==> config.mk <==
export PLATFORM = sky130hd
export DESIGN_NAME = instruction_fetch
export DESIGN_NICKNAME = d
export VERILOG_FILES = /design/src/rtl/instruction_fetch.sv
export SDC_FILE = /design/constraint.sdc
export NUM_CORES = 1
export LEC_CHECK = 0
export BUFFER_PORTS_ARGS = -buffer_cell sky130_fd_sc_hd__buf_2
export CORE_ASPECT_RATIO = 0.9
export CORE_MARGIN = 2
export CORE_UTILIZATION = 54
export CTS_BUF_LIST = sky130_fd_sc_hd__clkbuf_4 sky130_fd_sc_hd__clkbuf_8
export CTS_CLUSTER_DIAMETER = 120
export DETAILED_ROUTE_END_ITERATION = 16
export GPL_TIMING_DRIVEN = 0
export MAX_ROUTING_LAYER = met4
export PLACE_DENSITY = 0.82
export SYNTH_ARGS = -nofsm -noshare
export SYNTH_HDL_FRONTEND = slang
export SYNTH_SLANG_ARGS = --single-unit
==> constraint.sdc <==
create_clock -name Clk_i -period 3.2 [get_ports Clk_i]
set_clock_uncertainty 0.1 [all_clocks]
set_input_delay 0.32 -clock Clk_i [delete_from_list [all_inputs] [get_ports Clk_i]]
set_output_delay 0.32 -clock Clk_i [all_outputs]
set_load 0.03 [all_outputs]
==> src/rtl/instruction_fetch.sv <==
`default_nettype none
// ============================================================================
// Module   : instruction_fetch
// Brief    : Program-counter driven instruction fetch unit. It has a 2-entry
//            registered prefetch FIFO, a redirect (branch/jump) flush, and a PC
//            that wraps modulo MEMORY_DEPTH.
//            Optional macro FETCH_PC_TAG_EN adds a per-entry PC tag and Pc_o.
// Revision : 1.0 - initial release
// ============================================================================
module instruction_fetch #(
    parameter int DATA_WIDTH   = 32,
    parameter int MEMORY_DEPTH = 64,
    parameter int RESET_PC     = 0
) (
    input  logic                  Clk_i,
    input  logic                  Reset_n_i,
    output logic                  Enable_o,
    output logic [DATA_WIDTH-1:0] Address_o,
    input  logic [DATA_WIDTH-1:0] Instruction_i,
    input  logic                  Redirect_i,
    input  logic [DATA_WIDTH-1:0] Target_i,
    output logic                  Valid_o,
    input  logic                  Ready_i,
    output logic [DATA_WIDTH-1:0] Instr_o
`ifdef FETCH_PC_TAG_EN
    ,
    output logic [DATA_WIDTH-1:0] Pc_o
`endif
);

    localparam logic [DATA_WIDTH-1:0] DEPTH_W    = DATA_WIDTH'(MEMORY_DEPTH);
    localparam logic [DATA_WIDTH-1:0] RESET_PC_W = DATA_WIDTH'(RESET_PC % MEMORY_DEPTH);

`ifdef FETCH_PC_TAG_EN
    // Each FIFO entry is {pc, instruction}.
    localparam int ENTRY_W = 2 * DATA_WIDTH;
`else
    // Each FIFO entry is the instruction only.
    localparam int ENTRY_W = DATA_WIDTH;
`endif

    typedef enum logic [1:0] {
        ST_IDLE = 2'd0,
        ST_RUN  = 2'd1,
        ST_FULL = 2'd2
    } state_t;

    state_t               state_q, state_d;
    logic [DATA_WIDTH-1:0] pc_q, pc_d;
    logic [1:0]           count_q, count_d;
    logic [ENTRY_W-1:0]   head_q, head_d;   // oldest entry, drives the outputs
    logic [ENTRY_W-1:0]   tail_q, tail_d;   // second entry

    logic                  w_pop;
    logic                  w_push;
    logic [DATA_WIDTH-1:0] w_pc_inc;
    logic [DATA_WIDTH-1:0] w_pc_next;
    logic [DATA_WIDTH-1:0] w_target_mod;
    logic [ENTRY_W-1:0]    w_entry;

`ifdef FETCH_PC_TAG_EN
    assign w_entry = {pc_q, Instruction_i};
    assign Pc_o    = head_q[ENTRY_W-1 -: DATA_WIDTH];
`else
    assign w_entry = Instruction_i;
`endif

    assign Address_o = pc_q;
    assign Valid_o   = (count_q != 2'd0);
    assign Instr_o   = head_q[DATA_WIDTH-1:0];

    // The PC always stays below MEMORY_DEPTH, so comparing pc+1 against the depth
    // is a complete modulo reduction for the increment. Targets can be
    // arbitrary, so they go through a full modulo.
    assign w_pc_inc     = pc_q + DATA_WIDTH'(1);
    assign w_pc_next    = (w_pc_inc >= DEPTH_W) ? '0 : w_pc_inc;
    assign w_target_mod = Target_i % DEPTH_W;

    // Handshake decode: pop on valid&ready; fetch when running, not redirecting,
    // and there is room (or room is being made by a pop this cycle).
    always_comb begin
        w_pop    = (count_q != 2'd0) && Ready_i;
        Enable_o = (state_q != ST_IDLE) && !Redirect_i && ((count_q != 2'd2) || w_pop);
        w_push   = Enable_o;
    end

    // Next-state computation for PC, FIFO and state; redirect overrides everything.
    always_comb begin
        state_d = state_q;
        pc_d    = pc_q;
        count_d = count_q;
        head_d  = head_q;
        tail_d  = tail_q;
        if (Redirect_i) begin
            count_d = 2'd0;
            pc_d    = w_target_mod;
            state_d = (state_q == ST_IDLE) ? ST_IDLE : ST_RUN;
        end else begin
            if (w_push) begin
                pc_d = w_pc_next;
            end
            case ({w_push, w_pop})
                2'b10: begin
                    if (count_q == 2'd0) begin
                        head_d = w_entry;
                    end else begin
                        tail_d = w_entry;
                    end
                    count_d = count_q + 2'd1;
                end
                2'b01: begin
                    if (count_q == 2'd2) begin
                        head_d = tail_q;
                    end
                    count_d = count_q - 2'd1;
                end
                2'b11: begin
                    // Simultaneous push and pop keep the occupancy unchanged.
                    if (count_q == 2'd2) begin
                        head_d = tail_q;
                        tail_d = w_entry;
                    end else begin
                        head_d = w_entry;
                    end
                end
                default: begin
                end
            endcase
            if (state_q == ST_IDLE) begin
                state_d = ST_RUN;
            end else begin
                state_d = (count_d == 2'd2) ? ST_FULL : ST_RUN;
            end
        end
    end

    // State, PC and FIFO registers with asynchronous active-low reset.
    always_ff @(posedge Clk_i or negedge Reset_n_i) begin
        if (!Reset_n_i) begin
            state_q <= ST_IDLE;
            pc_q    <= RESET_PC_W;
            count_q <= 2'd0;
            head_q  <= '0;
            tail_q  <= '0;
        end else begin
            state_q <= state_d;
            pc_q    <= pc_d;
            count_q <= count_d;
            head_q  <= head_d;
            tail_q  <= tail_d;
        end
    end

endmodule
`default_nettype wire

==> results by group <==
Final layout
  – Finished Layout Cells: 685
  – Fill cell count: 708
  – P&R area growth vs syn: 19.3%
  – N_diodes: 0
  – Nets@finish: 630
  – Finished Core Util: 66.4%
  – Post-Layout Inst Area: 0.00569 sq mm
  – Layout cells sized above 1: 30.9%

STA
  – Max Slew Vio Count: 0
  – Final hold viol count: 0
  – Final period util: 92.6%
  – Setup TNS: 0 ps
  – Min cycle time layout: 2960 ps
  – Final worst slack: 237 ps
  – Worst Max-Slew Pin Slew: 661 ps
  – Slew headroom: 55.9%
  – Worst hold slack: 98.5 ps
  – Final setup viols: 0
  – RSZ-0062 raised after global routing: no
  – Fmax: 337 MHz

Global routing
  – Vias in the first global route: 3758
  – Initial antenna violation count: 0
  – Tot GR Track Use: 24.0%
  – GR Overflow Total: 0
  – Largest net degree at the start of global routing: 53
  – Global-route wire length before repair: 17400 um

Placement
  – Final GP Congestion: 0.913
  – Inst Count DP: 668
  – Area after DPL: 0.00547 sq mm
  – HPWL after DPL: 7770 um
  – Place WS: 311 ps
  – Buffers on Ports: 105

Routing
  – Vias/cell: 5.60
  – Drt pass-1 iters: 4
  – Post-DRT Antenna Nets: 0
  – Via count: 3835
  – DRC violation total after the first TritonRoute iteration: 192
  – WL final: 10700 um
  – Routed WL per cell: 15.7 um
  – Remaining DRCs: 0

Status
  – Status: completed

Pwr
  – Tot Pwr: 3.91 mW
  – PD cells: 688 mW/mm^2
  – Maximum vdd drop: 485 uV
  – LEAKAGE: 2.55 nW

Worst setup path
  – FF-to-FF Start: Address_o[0]
  – CP arrival: 3150 ps
  – R2r worst-path depth: 10
  – R2r setup slk: 240 ps
  – Critical Path Fanout Max: 9
  – Setup crit start kind: flip-flop
  – Worst EP required: 3390 ps
  – CP Cell Sequence: ha_1 -> nand4_4 -> or3_1 -> buf_6 -> nor4_2 -> o22ai_1 -> and4b_1 -> buf_1 -> o2111ai_1 -> nand2_1
  – Largest stage delay on the critical path: 490 ps
  – Crit path kind: flip-flop to flip-flop
  – FF-to-FF End: Address_o[5]
  – Setup crit end kind: flip-flop
  – Worst path slowest cell: dfrtp_1

Synth
  – Number of synthesized flops with an enable pin: 0
  – Area contributors post-synth: dfrtp_1 52%, mux2_2 8.3%, mux2i_1 7.3%, o21ai_0 4.0%, nand2_1 3.9%
  – Synth top area share: 52.5%
  – Ys Warns: 0
  – Synth Net Count: 512
  – Ys async rst share: 100%
  – Gate Count Post-Synth: 443
  – Synth unique cells: 53
  – Register area share after synthesis: 52.5%
  – Post-synth top area cell: dfrtp_1
  – Mapped Area: 0.00477 sq mm
  – Number of synthesized register bits: 100
  – Primary FF master, synth: dfrtp_1
  – Syn_area_per_cell: 10.8 sq um

Floorplan
  – Core area: 0.00857 sq mm
  – Die area: 0.00960 sq mm
  – Rows: 32
  – Initial core utilization: 55.7%
  – Die width: 103 um
  – Top Ports: 134
  – Chip Height: 93.2 um

Clock network
  – H-tree Lvls: 3
  – Post-CTS sizing: 0
  – TritonCTS clock tree: built
  – CTS Buf Count: 9
  – Clk slew on worst S/H paths: 90 ps
  – CTS Sinks: 100
  – Clock Latency Late Sink: 360 ps
  – Clock Tree Buf Depth: 2
  – Clock root buffer: clkbuf_8
  – Setup bufs post-CTS: 0

Job
  – Max Cap Viol: 0

Hold path
  – Hold path start: Instruction_i[18]
  – Worst hold-check path type: input pin to flip-flop
  – WHS Endpoint: tail_q[18]
  – Hold Crit Depth: 2
[critical path: cells and delay by family (launching register included)]
family / cells / cell delay [ps]
AO/OA/AOI/OAI: 2 / 270
adder cells (fa/ha/maj): 1 / 340
buffers and inverters: 2 / 420
flip-flops: 1 / 490
AND/OR/NAND/NOR: 5 / 1280
[Yosys cell counts (2+ instances only)]
master and count:
dfrtp_1 100, nand2_1 49, o21ai_0 38, mux2_2 35, mux2i_1 35, and2_1 23
nor2_1 19, clkbuf_1 18, nor3_1 18, nand3_1 10, nand4_1 8, a22oi_1 7
or3_1 7, buf_2 6, inv_1 6, a21oi_1 5, o2111ai_1 5, and3_1 3
nand2b_1 3, nor4_1 3, o31ai_1 3, or4_1 3, a311oi_1 2, nand3_2 2
nand4b_1 2, nor2b_1 2, nor4_2 2, o21a_1 2, o21ai_1 2, or2_2 2
[kinds of logic (layout without fill, tap and decap cells)]
group	after synthesis	after routing	synth area share [%]
adders and majority gates	1	1	0.262
muxes	70	70	15.6
buffers and inverters	32	155	2.83
DFF	100	100	52.5
and+or+nand+nor	164	164	18.4
AOI/OAI and AO/OA	76	76	10.5
[metal layers]
metal	share of wire, %	vias to the layer above	GRT usage, %
met3	6.9	6	6.50
met5	0	-	-
met2	49	121	38.6
li1	-	1828	-
met4	0.58	0	6.91
met1	43	1880	29.9
[layout make-up]
class                      count  area (sq um)  share of cell area, %
multi-input combinational    311          2130                   37.5
tap                          119           149                   2.62
inverter                       6          22.5                  0.396
sequential                   100          2500                   44.0
timing repair buffer         107           566                   9.94
clock inverter                 5          58.8                   1.03
clock buffer                  11           145                   2.55
buffer                        26           113                   1.98
[registers in the layout, summed over array words and instances (netlist names)]
register / flops
Address_o: 32
Instr_o: 32
tail_q: 32
count_q: 2
state_q: 2
[placed cells by master, fill, tap and decap left out, types with 3 or more instances in the layout]
cell type / synthesis / layout
buf_2: 6 / 110
mux2_2: 35 / 35
dfrtp_1: 100 / 100
nor2_1: 19 / 19
nor4_1: 3 / 3
clkbuf_8: 0 / 10
nand4_1: 8 / 8
inv_1: 6 / 6
nand2_1: 49 / 49
and3_1: 3 / 3
or4_1: 3 / 3
o21ai_0: 38 / 38
nand3_1: 10 / 10
or3_1: 7 / 7
and2_1: 23 / 23
a22oi_1: 7 / 7
o31ai_1: 3 / 3
o2111ai_1: 5 / 5
nand2b_1: 3 / 3
clkbuf_1: 18 / 18
nor3_1: 18 / 18
mux2i_1: 35 / 35
a21oi_1: 5 / 5
[where the power goes]
group / leakage [nW] / switching, mW / internal [mW] / total, mW
clock network: 0.0994 / 0.429 / 0.393 / 0.823
logic: 1.19 / 0.756 / 0.471 / 1.23
registers: 1.26 / 0.231 / 1.63 / 1.86
total: 2.55 / 1.42 / 2.50 / 3.91
[worst max-delay path by stage]
stage / startpoint / endpoint
after floorplan: Address_o[0] / Address_o[5]
after global placement: Address_o[0] / Address_o[5]
after detailed placement: Address_o[0] / Address_o[4]
after CTS: Address_o[0] / Address_o[5]
after global routing: Address_o[0] / Address_o[5]
final: Address_o[0] / Address_o[5]
[timing repair]
action | CTS | global route
hold buffers | 1 | 0
setup endpoints to repair | 0 | 0
hold endpoints to repair | 48 | 0
No activity file was read; power rests on OpenSTA's default activity.
